`src/rtl/vme_cmd_responder.sv`:
```
// VME command-register responder: decodes one command per transaction against a local 16-bit
// register bank. Optional feature macro: VME_RESP_CNT_EN (top register becomes a completion counter).
module vme_cmd_responder #(
   parameter logic [7:0]  BOARD_ADDR = 8'hA8,
   parameter logic [3:0]  DEV_ID     = 4'h3,
   parameter int unsigned ADDR_W     = 4,
   parameter int unsigned ACK_DLY    = 2,
   parameter logic [15:0] FW_ID      = 16'hB0D2
) (
   input  logic        clk,
   input  logic        rst,
   input  logic        start,
   input  logic [31:0] vme_cmd_reg,
   input  logic [31:0] vme_dat_reg_in,
   output logic        vme_cmd_rd,
   output logic        vme_dat_wr,
   output logic [31:0] vme_dat_reg_out
);

   localparam int unsigned NREGS = 2 ** ADDR_W;
   localparam logic [ADDR_W-1:0] LAST_IDX = '1;

   localparam logic [1:0] S_IDLE   = 2'd0;
   localparam logic [1:0] S_DECODE = 2'd1;
   localparam logic [1:0] S_WAIT   = 2'd2;
   localparam logic [1:0] S_RESP   = 2'd3;

   logic [1:0]        state;
   logic [31:0]       cmd_q;
   logic [15:0]       dat_q;
   logic [3:0]        wait_cnt;
   logic [31:0]       resp_q;
   logic [15:0]       regs [NREGS];

   logic [ADDR_W-1:0] idx;
   logic              is_rd;
   logic              is_wr;
   logic              cmd_err;
   logic              wr_en;
   logic [15:0]       rd_data;
   logic [31:0]       resp_next;
   logic              unused_bits;

`ifdef VME_RESP_CNT_EN
   logic [15:0]       resp_cnt;
   logic              resp_ok;
`endif

   assign idx   = cmd_q[ADDR_W+1:2];
   assign is_rd = cmd_q[25];
   assign is_wr = cmd_q[24];

   assign cmd_err = (cmd_q[23:16] != BOARD_ADDR) || (cmd_q[15:12] != DEV_ID) || (is_rd == is_wr);

   assign unused_bits = ^{cmd_q[31:26], cmd_q[11:ADDR_W+2], cmd_q[1:0], vme_dat_reg_in[31:16]};

   // Register 0 is the firmware ID and never takes writes; the top register is the counter when enabled.
   always_comb begin
      rd_data = regs[idx];
      wr_en   = !cmd_err && is_wr && (idx != '0);
      if (idx == '0)
         rd_data = FW_ID;
`ifdef VME_RESP_CNT_EN
      if (idx == LAST_IDX) begin
         rd_data = resp_cnt;
         wr_en   = 1'b0;
      end
`endif
   end

   always_comb begin
      resp_next = '0;
      if (cmd_err)
         resp_next = 32'h8000_0000;
      else if (is_wr)
         resp_next = {16'h0000, dat_q};
      else
         resp_next = {16'h0000, rd_data};
   end

   always_ff @(posedge clk) begin
      if (rst) begin
         state           <= S_IDLE;
         vme_cmd_rd      <= 1'b1;
         vme_dat_wr      <= 1'b0;
         vme_dat_reg_out <= '0;
         cmd_q           <= '0;
         dat_q           <= '0;
         wait_cnt        <= '0;
         resp_q          <= '0;
         for (int unsigned i = 0; i < NREGS; i++)
            regs[i] <= '0;
`ifdef VME_RESP_CNT_EN
         resp_cnt        <= '0;
         resp_ok         <= 1'b0;
`endif
      end else begin
         case (state)
            S_IDLE: begin
               vme_dat_wr <= 1'b0;
               if (start) begin
                  cmd_q      <= vme_cmd_reg;
                  dat_q      <= vme_dat_reg_in[15:0];
                  vme_cmd_rd <= 1'b0;
                  state      <= S_DECODE;
               end
            end
            S_DECODE: begin
               if (wr_en)
                  regs[idx] <= dat_q;
               resp_q <= resp_next;
`ifdef VME_RESP_CNT_EN
               resp_ok <= !cmd_err;
`endif
               // The strobe register is set one edge early so it is high exactly in the RESP cycle.
               if (ACK_DLY == 0) begin
                  state           <= S_RESP;
                  vme_dat_wr      <= 1'b1;
                  vme_dat_reg_out <= resp_next;
               end else begin
                  state    <= S_WAIT;
                  wait_cnt <= 4'(ACK_DLY - 1);
               end
            end
            S_WAIT: begin
               if (wait_cnt == '0) begin
                  state           <= S_RESP;
                  vme_dat_wr      <= 1'b1;
                  vme_dat_reg_out <= resp_q;
               end else begin
                  wait_cnt <= wait_cnt - 4'd1;
               end
            end
            S_RESP: begin
               vme_dat_wr <= 1'b0;
               vme_cmd_rd <= 1'b1;
               state      <= S_IDLE;
`ifdef VME_RESP_CNT_EN
               if (resp_ok)
                  resp_cnt <= resp_cnt + 16'd1;
`endif
            end
            default: begin
               state      <= S_IDLE;
               vme_cmd_rd <= 1'b1;
               vme_dat_wr <= 1'b0;
            end
         endcase
      end
   end

endmodule
```
`config.mk`:
```
export PLATFORM = sky130hd
export DESIGN_NAME = vme_cmd_responder
export DESIGN_NICKNAME = d
export VERILOG_FILES = /design/src/rtl/vme_cmd_responder.sv
export SDC_FILE = /design/constraint.sdc
export NUM_CORES = 1
export LEC_CHECK = 0
export ABC_AREA = 1
export ABC_CLOCK_PERIOD_IN_PS = 3500
export BUFFER_PORTS_ARGS = -buffer_cell sky130_fd_sc_hd__buf_2
export CAP_MARGIN = 20
export CORE_MARGIN = 5
export CORE_UTILIZATION = 45
export CTS_BUF_LIST = sky130_fd_sc_hd__clkbuf_4 sky130_fd_sc_hd__clkbuf_8 sky130_fd_sc_hd__clkbuf_16
export CTS_CLUSTER_DIAMETER = 200
export DETAILED_ROUTE_END_ITERATION = 7
export PLACE_DENSITY = 0.6
export SETUP_SLACK_MARGIN = 0.1
export SYNTH_ARGS = -nofsm -noshare
export SYNTH_HDL_FRONTEND = slang
export SYNTH_SLANG_ARGS = --single-unit
export TNS_END_PERCENT = 30
```
`constraint.sdc`:
```
create_clock -name clk -period 3.5 [get_ports clk]
set_clock_uncertainty 0.2 [all_clocks]
set_input_delay 0.525 -clock clk [delete_from_list [all_inputs] [get_ports clk]]
set_output_delay 0.525 -clock clk [all_outputs]
set_load 0.02 [all_outputs]
```
======== After elaboration in Yosys (flattened, before gate mapping) ========
Memories as Yosys holds them, arrays and structs flattened. A register that Yosys moved wholly into a read port is not among the register bits.
Index checks and enable logic that the tools add are counted.
cells by class
  multipliers ............................. 0
  bitwise logic cells ..................... 0
  order comparisons ....................... 0
  reductions and logical operators ........ 20
  eq/ne operators ......................... 9
  shift-type cells ........................ 0
  div/mod/pow operators ................... 0
  muxes and demuxes ....................... 23
  add/subtract/negate cells ............... 1
operators with widths
  kind                                                                 number
  16-bit 2-to-1 mux                                                    3
  32-bit 2-to-1 mux                                                    1
  4-bit 2-to-1 mux                                                     4
  16-bit OR reduction                                                  1
  2-bit AND reduction                                                  6
  1-bit 2-to-1 mux                                                     9
  4-bit zero test                                                      2
  8-bit != test (second input constant)                                1
  2-bit case mux with 4 select lines                                   1
  4-bit case mux with 2 select lines                                   1
  2-bit != test (second input constant)                                3
  2-bit nonzero test                                                   3
  2-bit == test (second input constant)                                2
  2-bit 2-to-1 mux                                                     2
  4-bit by 2-bit != test with 1-bit output (second input constant)     1
  1-bit case mux with 2 select lines                                   2
  4-bit nonzero test                                                   1
  4-bit by 1-bit subtractor with 4-bit output (second input constant)  1
  2-bit by 1-bit == test with 1-bit output (second input constant)     1
  1-bit logical AND                                                    2
  2-bit zero test                                                      1
  1-bit logical OR                                                     2
  2-bit OR reduction                                                   1
  1-bit == test                                                        1
  1-bit zero test                                                      1
word-level totals
  latch bits .............................. 0
  input bits .............................. 67
  memory bits (read-only) ................. 0
  memories ................................ 1
  register bits after elaboration ......... 114
  RAM bits ................................ 256
  output and inout bits ................... 34
memory list
  memory  depth  width  read ports  clocked after memory_dff  wr ports  line  text
  regs    16     16     1           1                         16        33    logic [15:0] regs [NREGS];

======== Depth between registers and ports, before layout ========
Gate-level depths: netlist of run 1.
  depth after elaboration ................. 12
  depth in mapped cells ................... 13

======== Worst setup path after synthesis of run 1 ========
OpenSTA, ideal clock, no wires.
  path type ............................... register to register
  start point ............................. register state[1]
  end point ............................... memory regs[11][0], enable pin
  path slack .............................. 0.860 ns
  clock period less this slack ............ 2.640 ns
  buffers on the path ..................... 2
  arrival ................................. 2.068 ns
  cell stages (with the launch flop) ...... 11
  cell sequence ........................... dfxtp_1 -> inv_1 -> ha_1 -> nand3_1 -> nor2_1 -> nand3_4 -> nor2_4 -> buf_12 -> nand4_4 -> buf_6 -> nand2_1
RTL lines
  element                 line  text
  start, declared         28    logic [1:0] state;
  start signal, assigned  83    state <= S_IDLE;
  start signal, assigned  105   state <= S_DECODE;
  start signal, assigned  117   state <= S_RESP;
  end, declared           33

==> results of run 1 <==
-- critical path, cell delays in order (launching register included) --
cell     delay (ns)
dfxtp_1        0.32
inv_1          0.10
ha_1           0.27
nand3_1        0.10
nor2_1         0.18
nand3_4        0.18
nor2_4         0.18
buf_4          0.26
nand4_4        0.30
nand2_1        0.15
buf_4          0.26
-- synth_stat cells --
cell type  number  share of area
clkbuf_1       70          0.017
ha_1            5         0.0041
buf_6          10         0.0073
buf_2          14         0.0046
nand3_4         1         0.0011
xnor2_1         1        0.00057
a21oi_1        66          0.022
conb_1          1        0.00024
nor2_1        309          0.076
inv_2           4        0.00098
nor3b_1         1        0.00049
nand2_1       270          0.066
nor3_1          1        0.00033
o21ai_0       113          0.037
o22ai_1         1        0.00041
edfxtp_1      256           0.50
nand2_2         1        0.00041
nand3_1       140          0.046
nor2_2         66          0.027
o211ai_1       22          0.011
nand4_4        10          0.014
nor2_4          1        0.00073
buf_4          17         0.0083
buf_12          1         0.0013
buf_1          10         0.0024
clkinv_1        4        0.00098
a221o_1         1        0.00065
nand4_2         5         0.0041
inv_1         161          0.039
dfxtp_1        80           0.10
nor4_4          1         0.0014
nand4_1         1        0.00041
-- per-layer routing --
metal  global-route usage  up-vias
li1                     -     5441
met1               0.3025     5354
met2               0.3382      350
met3              0.03566       74
met4              0.06667        0
met5                    0        -
-- registers in the layout, summed over array words and instances (netlist names), named ones only --
| signal | count |
|---|---|
| resp_q | 17 |
| vme_cmd_rd | 1 |
| vme_dat_wr | 1 |
| vme_dat_reg_out | 17 |
| cmd_q | 18 |
| wait_cnt | 4 |
| regs | 256 |
| dat_q | 16 |
| state | 2 |
-- where the power goes --
part | switching [W] | leakage, nW | total, W | internal [W]
logic | 0.00239 | 2.94 | 0.00321 | 0.000814
clock network | 0.00157 | 0.648 | 0.00395 | 0.00238
registers | 0.000158 | 3.29 | 0.00478 | 0.00463
-- kinds of logic (layout without fill, tap and decap cells) --
| logic type | count (synthesis) | after routing | synth area share |
|---|---|---|---|
| and+or+nand+nor | 807 | 807 | 0.2371 |
| DFF | 336 | 336 | 0.6054 |
| buffers and inverters | 291 | 345 | 0.08244 |
| AOI/OAI and AO/OA | 203 | 203 | 0.07021 |
| adders and majority gates | 5 | 5 | 0.004077 |
| other | 1 | 31 | 0.0002444 |
| xor gates and xnor gates | 1 | 1 | 0.0005709 |
-- final timing paths --
| check | end | slack [ns] | cells past startpoint |
|---|---|---|---|
| worst max register to register | regs[14][0] | 0.68 | 10 |
| worst max-delay path | regs[14][0] | 0.68 | 10 |
| worst min register to register | vme_dat_reg_out[9] | 0.24 | 2 |
| worst min-delay path | cmd_q[20] | 0.06 | 3 |
-- cells in the final DEF, fill, tap and decap left out, drive strengths merged, types with 58 or more instances in the layout --
cell	Yosys	layout
nand3	141	141
dfxtp	80	80
clkbuf	70	58
buf	52	105
nor2	376	376
inv	165	166
a21oi	66	66
nand2	271	271
edfxtp	256	256
o21ai	113	113
-- metrics by stage --
step | hold slack (ns) | setup WS [ns] | util | instance area (um2) | total power, W
after detailed placement | 0.2331 | 0.6668 | 0.4782 | 16080 | 0.008038
after floorplan | 0.2290 | 0.8601 | - | 15460 | 0.006895
after global placement | 0.2330 | 0.7500 | 0.4782 | 16080 | 0.007991
final | 0.06069 | 0.6815 | 0.5168 | 17370 | 0.01195
after CTS | 0.05814 | 0.6675 | 0.5159 | 17340 | 0.01197
after global routing | 0.08262 | 0.4717 | 0.5168 | 17370 | 0.01251
-- layout make-up --
cell class / instances / area (um2)
inverter: 169 / 635.6
timing repair buffer: 105 / 708.2
clock inverter: 13 / 66.31
clock buffer: 58 / 1202
tap: 448 / 560.5
sequential: 336 / 9294
fill: 3084 / 16240
multi-input combinational: 1047 / 4905
==> run metrics, run 1 <==
headroom to the max-slew limit 0.3250; chip width between 150 and 200 um; overall die area 37,890 um2; synthesized netlist cell count 1,644; number of antenna violations at the first check in global routing 0; classification of the worst-slack hold path input port to flip-flop; detailed-route wire length 41.15 mm; Site Rows 67; antenna cell count 0; latest clock arrival within the worst-skew pair 0.51 ns; Pwr per Cell Area roughly 700 nW/um2; DRC 0; gp weighted congestion 0.8040; number of global-route vias before repair 10.77k; worst setup path start state[1]; number of warnings issued by yosys 0; Crit Path Max Fanout 17; register bit count reported by yosys around 340; buffers inserted by post-CTS timing repair 0; critical hold path startpoint vme_cmd_reg[20]; vertical die dimension 194.7 um; met3 wire len 2.941 mm; wire length on met2 ~19 mm; TritonCTS clock tree done; post-CTS sizing 0; run status finished clean; number of DRC markers after the initial detailed-route iteration 1,033; Lkg Pwr 6.882 nW; floorplan core area 33,620 um2; Synth-to-Final Area Change 13.22%; CP Data Arrival Time 2.82 ns; final setup violation count 0; sinks on the clock net 336; Startpoint Class flip-flop; detailed-route via count 11.22k; highest metal layer used by the detailed router met4; I/O Pins 101; count of final max-slew check failures 0; Post-Layout Cell Count 2,176; VDD IR-drop max 408.6 uV; CTS Buf Count 39; fraction of the yosys area taken by sequential cells 0.6054; net count of the finished layout 1,770; Detail Placement HPWL between 20 and 25 mm; first-pass GRT wire length 63.16 mm; detailed-route vias per instance 5.156; Distinct cells, synth 32; actual transition at the worst max-transition pin 1.011 ns; routed length on met1 17.72 mm; period utilisation layout 0.8053; Reg2Reg Launch Point state[1]; achievable clock frequency 354.8 MHz; number of H-tree branching levels 2; buffers added on ports between 50 and 60; # placed instances 2,104; global route total overflow 0; Clock Tree Buf Depth 3; MaxCap Viol Count 0; library cell used as clock root buffer clkbuf_16; clock-pin slew on the worst setup and hold paths 0.06 ns; startpoint-to-endpoint class of the critical path flip-flop to flip-flop; WL per Instance 18.91 um; critical path required time 3.50 ns; number of iterations in the first detailed-routing pass 5; type of element capturing the critical path flip-flop; hold_buf cts 0; fraction of layout instances using a drive strength above 1 0.1539; starting density of the core 0.4564; Fin Setup TNS 0 ns; fin crit period 2.819 ns; average instance area after synthesis 9.333 um2; post-synthesis cell area 15,340 um2; number of endpoints with negative hold slack in the final report 0; gr usage total 0.2133; setup repair after global routing missed its margin false; pin count of the biggest net entering global routing 129; ANT nets after route 0
Power figures use the tool's default switching activity.
==> inputs of run 2 (changes only) <==
ABC_CLOCK_PERIOD_IN_PS = 2810   (was 3500)
clock period = 2.81 ns   (was 3.5 ns; I/O delays follow)
==> run metrics, run 2 (synthesis gave the netlist of run 1 again) <==
run status finished clean; Clock Tree Buf Depth 3 (unchanged); number of H-tree branching levels 2 (unchanged); ANT nets after route 0 (unchanged); # placed instances 2,115 (+0.52%); highest metal layer used by the detailed router met4; Pwr per Cell Area 832.3 nW/um2 (+21%); pin count of the biggest net entering global routing 73 (-43%); Lkg Pwr 6.985 nW (+1.5%); met3 wire len 3.355 mm (+14%); largest registers in the final layout regs (256), cmd_q (18); gp weighted congestion 0.8633 (+7.4%); global route total overflow 0 (unchanged); filler cell count 3,058 (-0.84%); vertical die dimension 194.7 um (unchanged); number of iterations in the first detailed-routing pass 5 (unchanged); Startpoint Class flip-flop; first-pass GRT wire length 61.47 mm (-2.7%); wire length on met2 18.36 mm (-4.3%); critical path required time 2.82 ns (-0.68 ns); fraction of layout instances using a drive strength above 1 0.1549 (+0.0009220); Detail Placement HPWL 25.55 mm (+2.4%); gr usage total 0.2097 (-0.003588); Synth-to-Final Area Change 15.07%; sequential cell area 9294 um2 (unchanged); number of endpoints with negative hold slack in the final report 0 (unchanged); startpoint-to-endpoint class of the critical path flip-flop to flip-flop; post-CTS sizing 0 (unchanged); actual transition at the worst max-transition pin 1.015 ns (+0.003789 ns); classification of the worst-slack hold path input port to flip-flop; achievable clock frequency 397.9 MHz (+12%); Fin Setup TNS 0 ns (unchanged); CP Data Arrival Time 2.52 ns (-0.30 ns); r2r worst-path depth 10 (unchanged); detailed-route vias per instance 5.190 (+0.67%); highest-count cells in the layout ignoring fill and taps 309 x nor2_1, 269 x nand2_1, 256 x edfxtp_1, 160 x inv_1, 140 x nand3_1; Post-Layout Cell Count 2,199 (+1.1%); starting density of the core 0.4564 (unchanged); fin crit period 2.513 ns (-0.3056 ns); cell depth of the worst hold path 3 (unchanged); number of global-route vias before repair 10.42k (-3.2%); count of final max-slew check failures 0 (unchanged); library cell used as clock root buffer clkbuf_16; VDD IR-drop max 427.4 uV (+4.6%); latest clock arrival within the worst-skew pair 0.52 ns (about the same); period utilisation layout 0.8943 (+0.08898); number of antenna violations at the first check in global routing 1 (+1); Crit Path Max Fanout 16 (-1); number of DRC markers after the initial detailed-route iteration 1,278 (+24%); buffers inserted by post-CTS timing repair 0 (unchanged); detailed-route wire length 40.93 mm (-0.54%); setup repair after global routing missed its margin false; overall die area 37,890 um2 (unchanged); area of the multi-input gates 4905 um2 (unchanged); detailed-route via count 11.41k (+1.7%); I/O Pins 101 (unchanged); TritonCTS clock tree done; type of element capturing the critical path flip-flop; headroom to the max-slew limit 0.3225 (-0.002529); MaxCap Viol Count 0 (unchanged); routed length on met1 18.22 mm (+2.8%); final setup violation count 0 (unchanged); chip width 194.7 um (unchanged); floorplan core area 33,620 um2 (unchanged); DRC 0 (unchanged); net count of the finished layout 1,794 (+1.4%); clock-pin slew on the worst setup and hold paths 0.06 ns (about the same); Site Rows 67 (unchanged); sinks on the clock net 336 (unchanged); WL per Instance 18.61 um (-1.6%); most common cell after layout, fill and taps aside nor2_1; Largest register FFs 256 (unchanged); Top reg by flops regs; CTS Buf Count 37 (-5.1%); buffers added on ports 55 (unchanged)
run 2: critical path, stage by stage (launching register included):
cell     delay (ns)
dfxtp_1        0.32
inv_1          0.10
ha_1           0.26
nand3_1        0.10
nor2_1         0.18
nand3_4        0.19
nor2_4         0.16
buf_12         0.21
nand4_2        0.11
nand2_1        0.09
buf_4          0.26
run 2: where the power goes:
group / switching [W] / leakage, nW / total [W] / internal, W
sequential: 0.000215 / 3.29 / 0.00598 / 0.00576
clock: 0.00189 / 0.583 / 0.00459 / 0.00269
combinational: 0.00305 / 3.11 / 0.00413 / 0.00108
total: 0.00516 / 6.99 / 0.0147 / 0.00954
run 2: timing repair:
item,4_1_cts,5_1_grt
hold buffers,15,0
setup endpoints to repair,0,0
hold endpoints to repair,15,0
run 2: final timing paths:
kind	start	end	slack [ns]
min	vme_dat_reg_in[2]	dat_q[2]	0.008
max reg2reg	state[1]	regs[2][8]	0.30
max	state[1]	regs[2][8]	0.30
min reg2reg	vme_dat_reg_out[6]	vme_dat_reg_out[6]	0.24
run 2: metrics by stage:
| stage | area [um2] | hold slack, ns | util | setup slack (ns) | total power, W |
|---|---|---|---|---|---|
| after floorplan | 15460 | 0.2290 | - | 0.1701 | 0.008588 |
| after global placement | 16350 | 0.2336 | 0.4862 | 0.3453 | 0.01007 |
| after detailed placement | 16350 | 0.2379 | 0.4862 | 0.2981 | 0.01013 |
| after CTS | 17650 | 0.002838 | 0.5249 | 0.2946 | 0.01472 |
| after global routing | 17650 | 0.01828 | 0.5251 | 0.1200 | 0.01537 |
| final | 17660 | 0.007725 | 0.5252 | 0.2971 | 0.01469 |
run 2: per-layer routing:
layer | vias up | global-route usage
met3 | 56 | 0.04259
met2 | 403 | 0.3184
li1 | 5508 | -
met1 | 5446 | 0.3090
met5 | - | 0
met4 | 0 | 0.05599
run 2: area by class of cell:
cell class / count / area share
inverter: 169 / 0.03600
multi-input combinational: 1047 / 0.2778
sequential: 336 / 0.5264
timing repair buffer: 131 / 0.06279
antenna: 1 / 0.0001417
tap: 448 / 0.03175
clock buffer: 54 / 0.06165
clock inverter: 13 / 0.003472
